## src/rtl/rd_tag_alloc.sv

```systemverilog
`default_nettype none
// ============================================================================
// Module   : rd_tag_alloc
// Brief    : Per-register write-tag allocator and in-flight write tracker (ID).
// Revision : 1.0
// ============================================================================
module rd_tag_alloc #(
    parameter int unsigned TAG_WIDTH = 2
) (
    input  logic                 clk,
    input  logic                 reset_n,
    input  logic                 alloc_req,
    input  logic [4:0]           alloc_addr,
    output logic                 alloc_gnt,
    output logic [TAG_WIDTH-1:0] alloc_tag,
    input  logic                 retire_en,
    input  logic [4:0]           retire_addr,
    input  logic [TAG_WIDTH-1:0] retire_tag,
    input  logic                 kill_en,
    input  logic [4:0]           kill_addr,
    output logic                 pending_any,
    output logic                 alloc_err
);

    localparam logic [TAG_WIDTH-1:0] C_CNT_MAX = '1;

    // Entry 0 models x0: never busy, always tag 0.
    logic [TAG_WIDTH-1:0] w_cnt [32];
    logic [TAG_WIDTH-1:0] w_tag [32];
    logic [31:1]          w_pend;
    logic [31:1]          w_err;
    logic                 r_err;

    assign w_cnt[0] = '0;
    assign w_tag[0] = '0;

    // Grant looks only at registered counts; same-cycle releases are not credited.
    assign alloc_gnt   = alloc_req & ((alloc_addr == 5'd0) | (w_cnt[alloc_addr] != C_CNT_MAX));
    assign alloc_tag   = w_tag[alloc_addr];
    assign pending_any = |w_pend;
    assign alloc_err   = r_err;

    generate
        for (genvar r = 1; r < 32; r++) begin : g_reg
            logic [TAG_WIDTH-1:0] r_cnt;
            logic [TAG_WIDTH-1:0] r_next_tag;
            logic                 w_inc;
            logic                 w_ret;
            logic                 w_kill;
            logic [TAG_WIDTH+1:0] w_sum;
            logic [TAG_WIDTH+1:0] w_dec;
            logic                 w_under;
            logic [TAG_WIDTH-1:0] w_oldest;
            logic                 w_tag_err;
            logic [TAG_WIDTH-1:0] w_cnt_nxt;

            assign w_inc  = alloc_gnt & (alloc_addr == 5'(r));
            assign w_ret  = retire_en & (retire_addr == 5'(r));
            assign w_kill = kill_en & (kill_addr == 5'(r));

            assign w_sum   = {2'b00, r_cnt} + (TAG_WIDTH+2)'(w_inc);
            assign w_dec   = (TAG_WIDTH+2)'(w_ret) + (TAG_WIDTH+2)'(w_kill);
            assign w_under = (w_sum < w_dec);

            // Oldest live tag; a concurrent kill makes the retiring tag ambiguous.
            assign w_oldest  = r_next_tag - r_cnt;
            assign w_tag_err = w_ret & ~w_kill & (retire_tag != w_oldest);

            assign w_cnt_nxt = w_under ? '0 :
                               (r_cnt + TAG_WIDTH'(w_inc) - TAG_WIDTH'(w_ret) - TAG_WIDTH'(w_kill));

            always_ff @(posedge clk or negedge reset_n) begin
                if (!reset_n) begin
                    r_cnt      <= '0;
                    r_next_tag <= '0;
                end else begin
                    r_cnt      <= w_cnt_nxt;
                    r_next_tag <= r_next_tag + TAG_WIDTH'(w_inc);
                end
            end

            assign w_cnt[r]  = r_cnt;
            assign w_tag[r]  = r_next_tag;
            assign w_pend[r] = (r_cnt != '0);
            assign w_err[r]  = w_under | w_tag_err;
        end
    endgenerate

    always_ff @(posedge clk or negedge reset_n) begin
        if (!reset_n) begin
            r_err <= 1'b0;
        end else begin
            r_err <= r_err | (|w_err);
        end
    end

endmodule
`default_nettype wire

```

## config.mk

```make
export PLATFORM = sky130hd
export DESIGN_NAME = rd_tag_alloc
export DESIGN_NICKNAME = d
export VERILOG_FILES = /design/src/rtl/rd_tag_alloc.sv
export SDC_FILE = /design/constraint.sdc
export NUM_CORES = 1
export LEC_CHECK = 0
export ABC_CLOCK_PERIOD_IN_PS = 6300
export CELL_PAD_IN_SITES_DETAIL_PLACEMENT = 0
export CELL_PAD_IN_SITES_GLOBAL_PLACEMENT = 1
export CORE_MARGIN = 10
export CORE_UTILIZATION = 45
export DETAILED_ROUTE_END_ITERATION = 6
export DONT_BUFFER_PORTS = 1
export PLACE_DENSITY_LB_ADDON = 0.1
export REMOVE_ABC_BUFFERS = 1
export SETUP_SLACK_MARGIN = 0.15
export SLEW_MARGIN = 20
export SYNTH_ARGS = -nofsm -noshare
export SYNTH_HDL_FRONTEND = slang
export SYNTH_SLANG_ARGS = --single-unit
```

## constraint.sdc

```tcl
create_clock -name clk -period 6.3 [get_ports clk]
set_clock_uncertainty 0.05 [all_clocks]
set_input_delay 0.945 -clock clk [delete_from_list [all_inputs] [get_ports clk]]
set_output_delay 0.945 -clock clk [all_outputs]
set_load 0.02 [all_outputs]
```

### After elaboration in Yosys (flattened, before gate mapping)

Index checks and enable logic that the tools add are counted.

| operators by class | value |
|---|---|
| add/subtract/negate cells | 217 |
| multipliers | 0 |
| div/mod/pow operators | 0 |
| $lt $le $gt $ge | 32 |
| equality and inequality tests | 125 |
| shift operators | 0 |
| mux-type cells | 37 |
| bitwise logic cells | 221 |
| reduce and logical (&&, ||, !) cells | 34 |

Operators by type and width:

| operator | count |
|---|---|
| equality test 5 bit (second input constant) | 48 |
| AND 1 bit | 156 |
| adder 2 x 1 -> 2 bit | 62 |
| subtractor 2 x 1 -> 2 bit | 62 |
| equality test 5 x 4 -> 1 bit (second input constant) | 24 |
| adder 2 x 1 -> 3 bit | 31 |
| less-than comparator 3 x 2 -> 1 bit | 30 |
| two-way mux 2 bit | 35 |
| adder 1 x 1 -> 2 bit | 31 |
| inequality test 2 bit | 31 |
| nonzero test 2 bit | 31 |
| OR reduction 31 bit | 2 |
| subtractor 2 bit | 31 |
| equality test 5 x 3 -> 1 bit (second input constant) | 12 |
| OR 1 bit | 33 |
| inverter 1 bit | 31 |
| equality test 5 x 2 -> 1 bit (second input constant) | 6 |
| binary-select mux 2 bit (select 5 bit) | 2 |
| equality test 5 x 1 -> 1 bit (second input constant) | 3 |
| greater-or-equal comparator 6 bit (second input constant) | 1 |
| inverter 5 -> 6 bit | 1 |
| logical NOT 5 bit | 1 |
| less-than comparator 4 bit | 1 |
| inequality test 2 bit (second input constant) | 1 |

| storage, ports and cells | value |
|---|---|
| register bits after elaboration | 125 |
| latch bits | 0 |
| bits in writable memories | 0 |
| memory bits (read-only) | 0 |
| input bits | 22 |
| output and inout port bits | 5 |
| memories | 0 |

### Logic depth before layout (Yosys ltp)

| logic depth | value |
|---|---|
| word-level depth | 13 |
| gate-level depth with buffers | 17 |
| gate-level depth less buffers | 14 |

### Least setup slack after synthesis

No wires, ideal clock.

| timing | value |
|---|---|
| path type | input to register |
| start point | in alloc_addr[2] |
| end point | reg r_err (netlist: alloc_err) |
| library setup time | 140 ps |
| data arrival time | 3978 ps |
| data required time | 6110 ps |
| slack | 2132 ps |
| cell stages on the path | 14 |
| buffers on the path | 2 |
| cells stage by stage | buf_2 -> buf_2 -> mux4_2 -> mux2i_4 -> nand3_2 -> nor2_1 -> ha_1 -> inv_1 -> fa_1 -> o31a_1 -> nor4_1 -> nand3_1 -> nor4_1 -> nand4_1 |

| between the ends | value |
|---|---|
| word-level cells in the longest chain between the ends | 13 |

Ends and longest elaborated chain:

| what | line | text |
|---|---|---|
| start: declaration | 13 | `input logic [4:0] alloc_addr,` |
| inverter 5 -> 6 bit (not written as such) | 38 | `assign alloc_gnt = alloc_req & ((alloc_addr == 5'd0) \| (w_cnt[alloc_addr] != C_CNT_MAX));` |
| binary-select mux 2 bit (select 5 bit) | 38 |  |
| two-way mux 2 bit (not written as such) (2 in series) | 38 |  |
| inequality test 2 bit | 38 |  |
| OR 1 bit | 38 |  |
| AND 1 bit | 38 |  |
| AND 1 bit | 57 | `assign w_inc = alloc_gnt & (alloc_addr == 5'(r));` |
| adder 2 x 1 -> 3 bit | 61 | `assign w_sum = {2'b00, r_cnt} + (TAG_WIDTH+2)'(w_inc);` |
| less-than comparator 4 bit / less-than comparator 3 x 2 -> 1 bit (equally long branches) | 63 | `assign w_under = (w_sum < w_dec);` |
| OR 1 bit | 85 | `assign w_err[r] = w_under \| w_tag_err;` |
| OR reduction 31 bit * | 93 | `r_err <= r_err \| (\|w_err);` |
| OR 1 bit * | 93 |  |
| end signal: assignment | 93 |  |
| end: declaration | 32 | `logic r_err;` |

Mark *: on every way between the ends. The rest lies on a longest branch, timed or not. The select of a mux whose other input is x is not followed.

### Worst setup path after layout

| timing | value |
|---|---|
| start point | reg g_reg[19].r_cnt[0] |
| end point | reg r_err (netlist: alloc_err) |

| between the ends | value |
|---|---|
| word-level cells in the longest chain between the ends | 12 |

Ends and longest elaborated chain:

| what | line | text |
|---|---|---|
| start: declaration | 45 | `logic [TAG_WIDTH-1:0] r_cnt;` |
| start signal: assignment | 77 | `r_cnt <= w_cnt_nxt;` |
| binary-select mux 2 bit (select 5 bit) | 38 |  |
| two-way mux 2 bit (not written as such) (2 in series) | 38 |  |
| inequality test 2 bit | 38 |  |
| OR 1 bit | 38 |  |
| AND 1 bit | 38 |  |
| AND 1 bit | 57 |  |
| adder 2 x 1 -> 3 bit | 61 |  |
| less-than comparator 4 bit / less-than comparator 3 x 2 -> 1 bit (equally long branches) | 63 |  |
| OR 1 bit | 85 |  |
| OR reduction 31 bit * | 93 |  |
| OR 1 bit * | 93 |  |

Marked as above.

==> key figures <==
Run status
  • Status: complete, no violations

Setup path
  • Type of destination of the critical path: flip-flop
  • FF-to-FF path depth: 14
  • Setup crit end: alloc_err$_DFF_PN0_
  • Kind of critical path: reg -> reg
  • Crit Path Max Fanout: 7
  • Worst reg-to-reg setup slack: 1.54 ns
  • Worst Setup Start Kind: flip-flop
  • Worst EP required: 6.54 ns
  • Critical R2R Capture: alloc_err$_DFF_PN0_
  • Worst r2r src: g_reg[19].r_cnt[0]$_DFF_PN0_
  • Crit path launch: g_reg[19].r_cnt[0]$_DFF_PN0_
  • CP Data Arrival Time: 4.99 ns

Timing
  • Post-route worst setup slack: 1.54 ns
  • Hold Violations, Final: 0
  • Fin crit share: 0.755
  • Unrepaired setup endpoints after global routing: no
  • Final slew viol count: 0
  • Slew @ Worst Pin: 1.01 ns
  • Setup-failing EPs final: 0
  • Fmax: 210 MHz
  • Slew margin rel.: 0.322
  • Fin Setup TNS: 0 ns
  • Post-route minimum period: 4.76 ns

Power
  • Pwr per Cell Area: 344 nW/um^2
  • Worst ir drop on vdd: 201 uV
  • Power, Total: 4.77 mW
  • Leakage Power: 7.31 nW

Clock tree
  • Num CTS Buffers: 17
  • Cts hold-fix bufs: 0
  • Clock root buffer: clkbuf_16
  • Worst skew pair latency: 0.44 ns
  • Clk slew on worst S/H paths: 0.06 ns
  • CTS tree: done
  • Post-CTS Setup Bufs: 0
  • H-tree depth: 4
  • CTS resizes: 0
  • Clock Path Buffers: 2
  • Clock sinks: 125

Route
  • Antenna-violating nets left: 0
  • TritonRoute pass-1 iters: 5
  • 1st-iter DRT viols: 658
  • Detailed Route WL: 37,700 microns
  • Drt drc: 0
  • Via count: 8,784
  • Wire per inst: 22.5 microns
  • Via density: 5.25

Min path
  • Hold Crit Class: in -> async

Synth
  • Top cell type's share of synthesized area: 0.243
  • Post-synth top area cell: dfrtp_1
  • Syn Area/Cell: 9.99 sq um
  • Post-synth EDFFs: 0
  • Most numerous cell in the Yosys netlist: ha_1
  • Yosys warnings: 0
  • Cells after Synth: 1,289
  • Ranking of synthesized cells by area: dfrtp_1, ha_1, xnor2_1, fa_1, inv_1
  • FF+latch count, synth: 125
  • Mapped Area: 12,900 sq um
  • Ys async rst share: 1.00
  • Register area share after synthesis: 0.243
  • Post-synth top cells: ha_1, inv_1, xnor2_1, dfrtp_1, nand2_1
  • Synth unique cells: 40
  • Ys flop type: dfrtp_1

GRT
  • Number of global-route vias before repair: 8,874
  • Gr usage total: 0.216
  • Largest net degree at the start of global routing: 126
  • Initial antenna violation count: 1
  • Gr ovfl total: 0
  • First-pass GRT wire length: 57,200 microns

Finish
  • Ant. Diodes: 0
  • Nets: 1,615
  • Syn-to-layout area delta: 7.71%
  • Final Core Density: 0.495
  • Share of layout cells above drive strength 1: 0.0463

Floorplan
  • Num ports: 27
  • Core Region: 28,000 sq um
  • Initial core utilization: 0.460
  • Row count: 61
  • DIE AREA: 35,800 sq um
  • Height of the die: 189 microns
  • Die width: 189 microns

Flow run
  • Max_cap viols: 0

Placed design
  • Port Buffer Count: 0
  • Hpwl dp: 29,900 microns
  • Post-Place Worst Slack: 1.29 ns
  • Placer Congestion: 0.933
==> stage by stage <==
step,hold slack (ns),cells,cell area (sq um)
4_1_cts,0.144,1674,13900
2_1_floorplan,0.421,1258,12700
6_report,0.157,1674,13900
3_5_place_dp,0.448,1642,13200
5_1_grt,0.137,1674,13900
3_3_place_gp,0.449,1642,13200
==> cell usage in the layout (no fill, tap or decap), types with 2 or more instances in the layout <==
cell type / n
nand2_1: 77
nor3_1: 6
inv_1: 180
ha_1: 250
nor2b_1: 48
clkbuf_1: 2
mux4_2: 21
o31a_1: 9
nand3_1: 23
dfrtp_1: 125
buf_4: 6
xnor2_1: 155
o211ai_1: 2
clkinvlp_4: 3
and2_1: 44
nand2b_1: 9
nand4_1: 15
clkinv_2: 4
fa_1: 60
nor4_1: 21
clkbuf_16: 17
bufinv_16: 5
nor2_1: 65
xor2_1: 62
o21ai_0: 39
a22o_1: 2
o31ai_1: 29
==> state kept, by name, summed over array words and instances (netlist names) <==
signal        count
g.r_cnt          62
g.r_next_tag     62
alloc_err         1
==> power by group <==
part	internal (mW)	total [mW]	switching, mW
Clock	0.709	1.11	0.398
Combinational	1.01	1.99	0.980
Sequential	1.12	1.68	0.561
Total	2.83	4.77	1.94
==> critical path: stages (launching register included) <==
cell	delay (ns)
dfrtp_1	0.52
inv_1	0.24
o31ai_1	0.10
mux4_2	0.49
mux2i_4	0.24
nand3_2	0.23
nor2_1	0.30
ha_1	0.24
inv_1	0.06
fa_1	0.45
o31ai_1	0.61
nand4_1	0.34
nor4_1	0.41
and3_1	0.22
nand4_1	0.10
==> worst min-delay path by stage <==
stage	end	slack (ns)	cells after the start
after floorplan	g_reg[2].r_next_tag[1]$_DFF_PN0_	0.42	1
after global placement	g_reg[7].r_next_tag[1]$_DFF_PN0_	0.45	1
after detailed placement	g_reg[16].r_next_tag[1]$_DFF_PN0_	0.45	1
after CTS	g_reg[5].r_cnt[0]$_DFF_PN0_	0.14	0
after global routing	g_reg[29].r_next_tag[0]$_DFF_PN0_	0.14	0
final	g_reg[29].r_next_tag[1]$_DFF_PN0_	0.16	0
==> layout make-up <==
type / instances / area [sq um]
clock buffers: 20 / 447
clock inverters: 12 / 193
fillers: 2676 / 14100
inverters: 180 / 676
multi-input cells: 953 / 8910
flip-flops and latches: 125 / 3130
well taps: 378 / 473
repair buffers: 6 / 45.0
==> cell families after synthesis <==
family,count (synthesis),share of synthesized area
multiplexers,24,0.0401
AND/OR/NAND/NOR,316,0.125
buffers and inverters,211,0.0652
XOR/XNOR,217,0.148
AO/OA/AOI/OAI,86,0.0437
flip-flops,125,0.243
adder cells (fa/ha/maj),310,0.336
==> layer usage <==
layer / vias to the layer above / global-route usage / part of all wire
li1: 4127 / - / -
met1: 4390 / 0.276 / 0.43
met2: 230 / 0.357 / 0.48
met3: 37 / 0.0546 / 0.069
met4: 0 / 0.0540 / 0.018
met5: - / 0 / 0
Power figures use the tool's default switching activity.
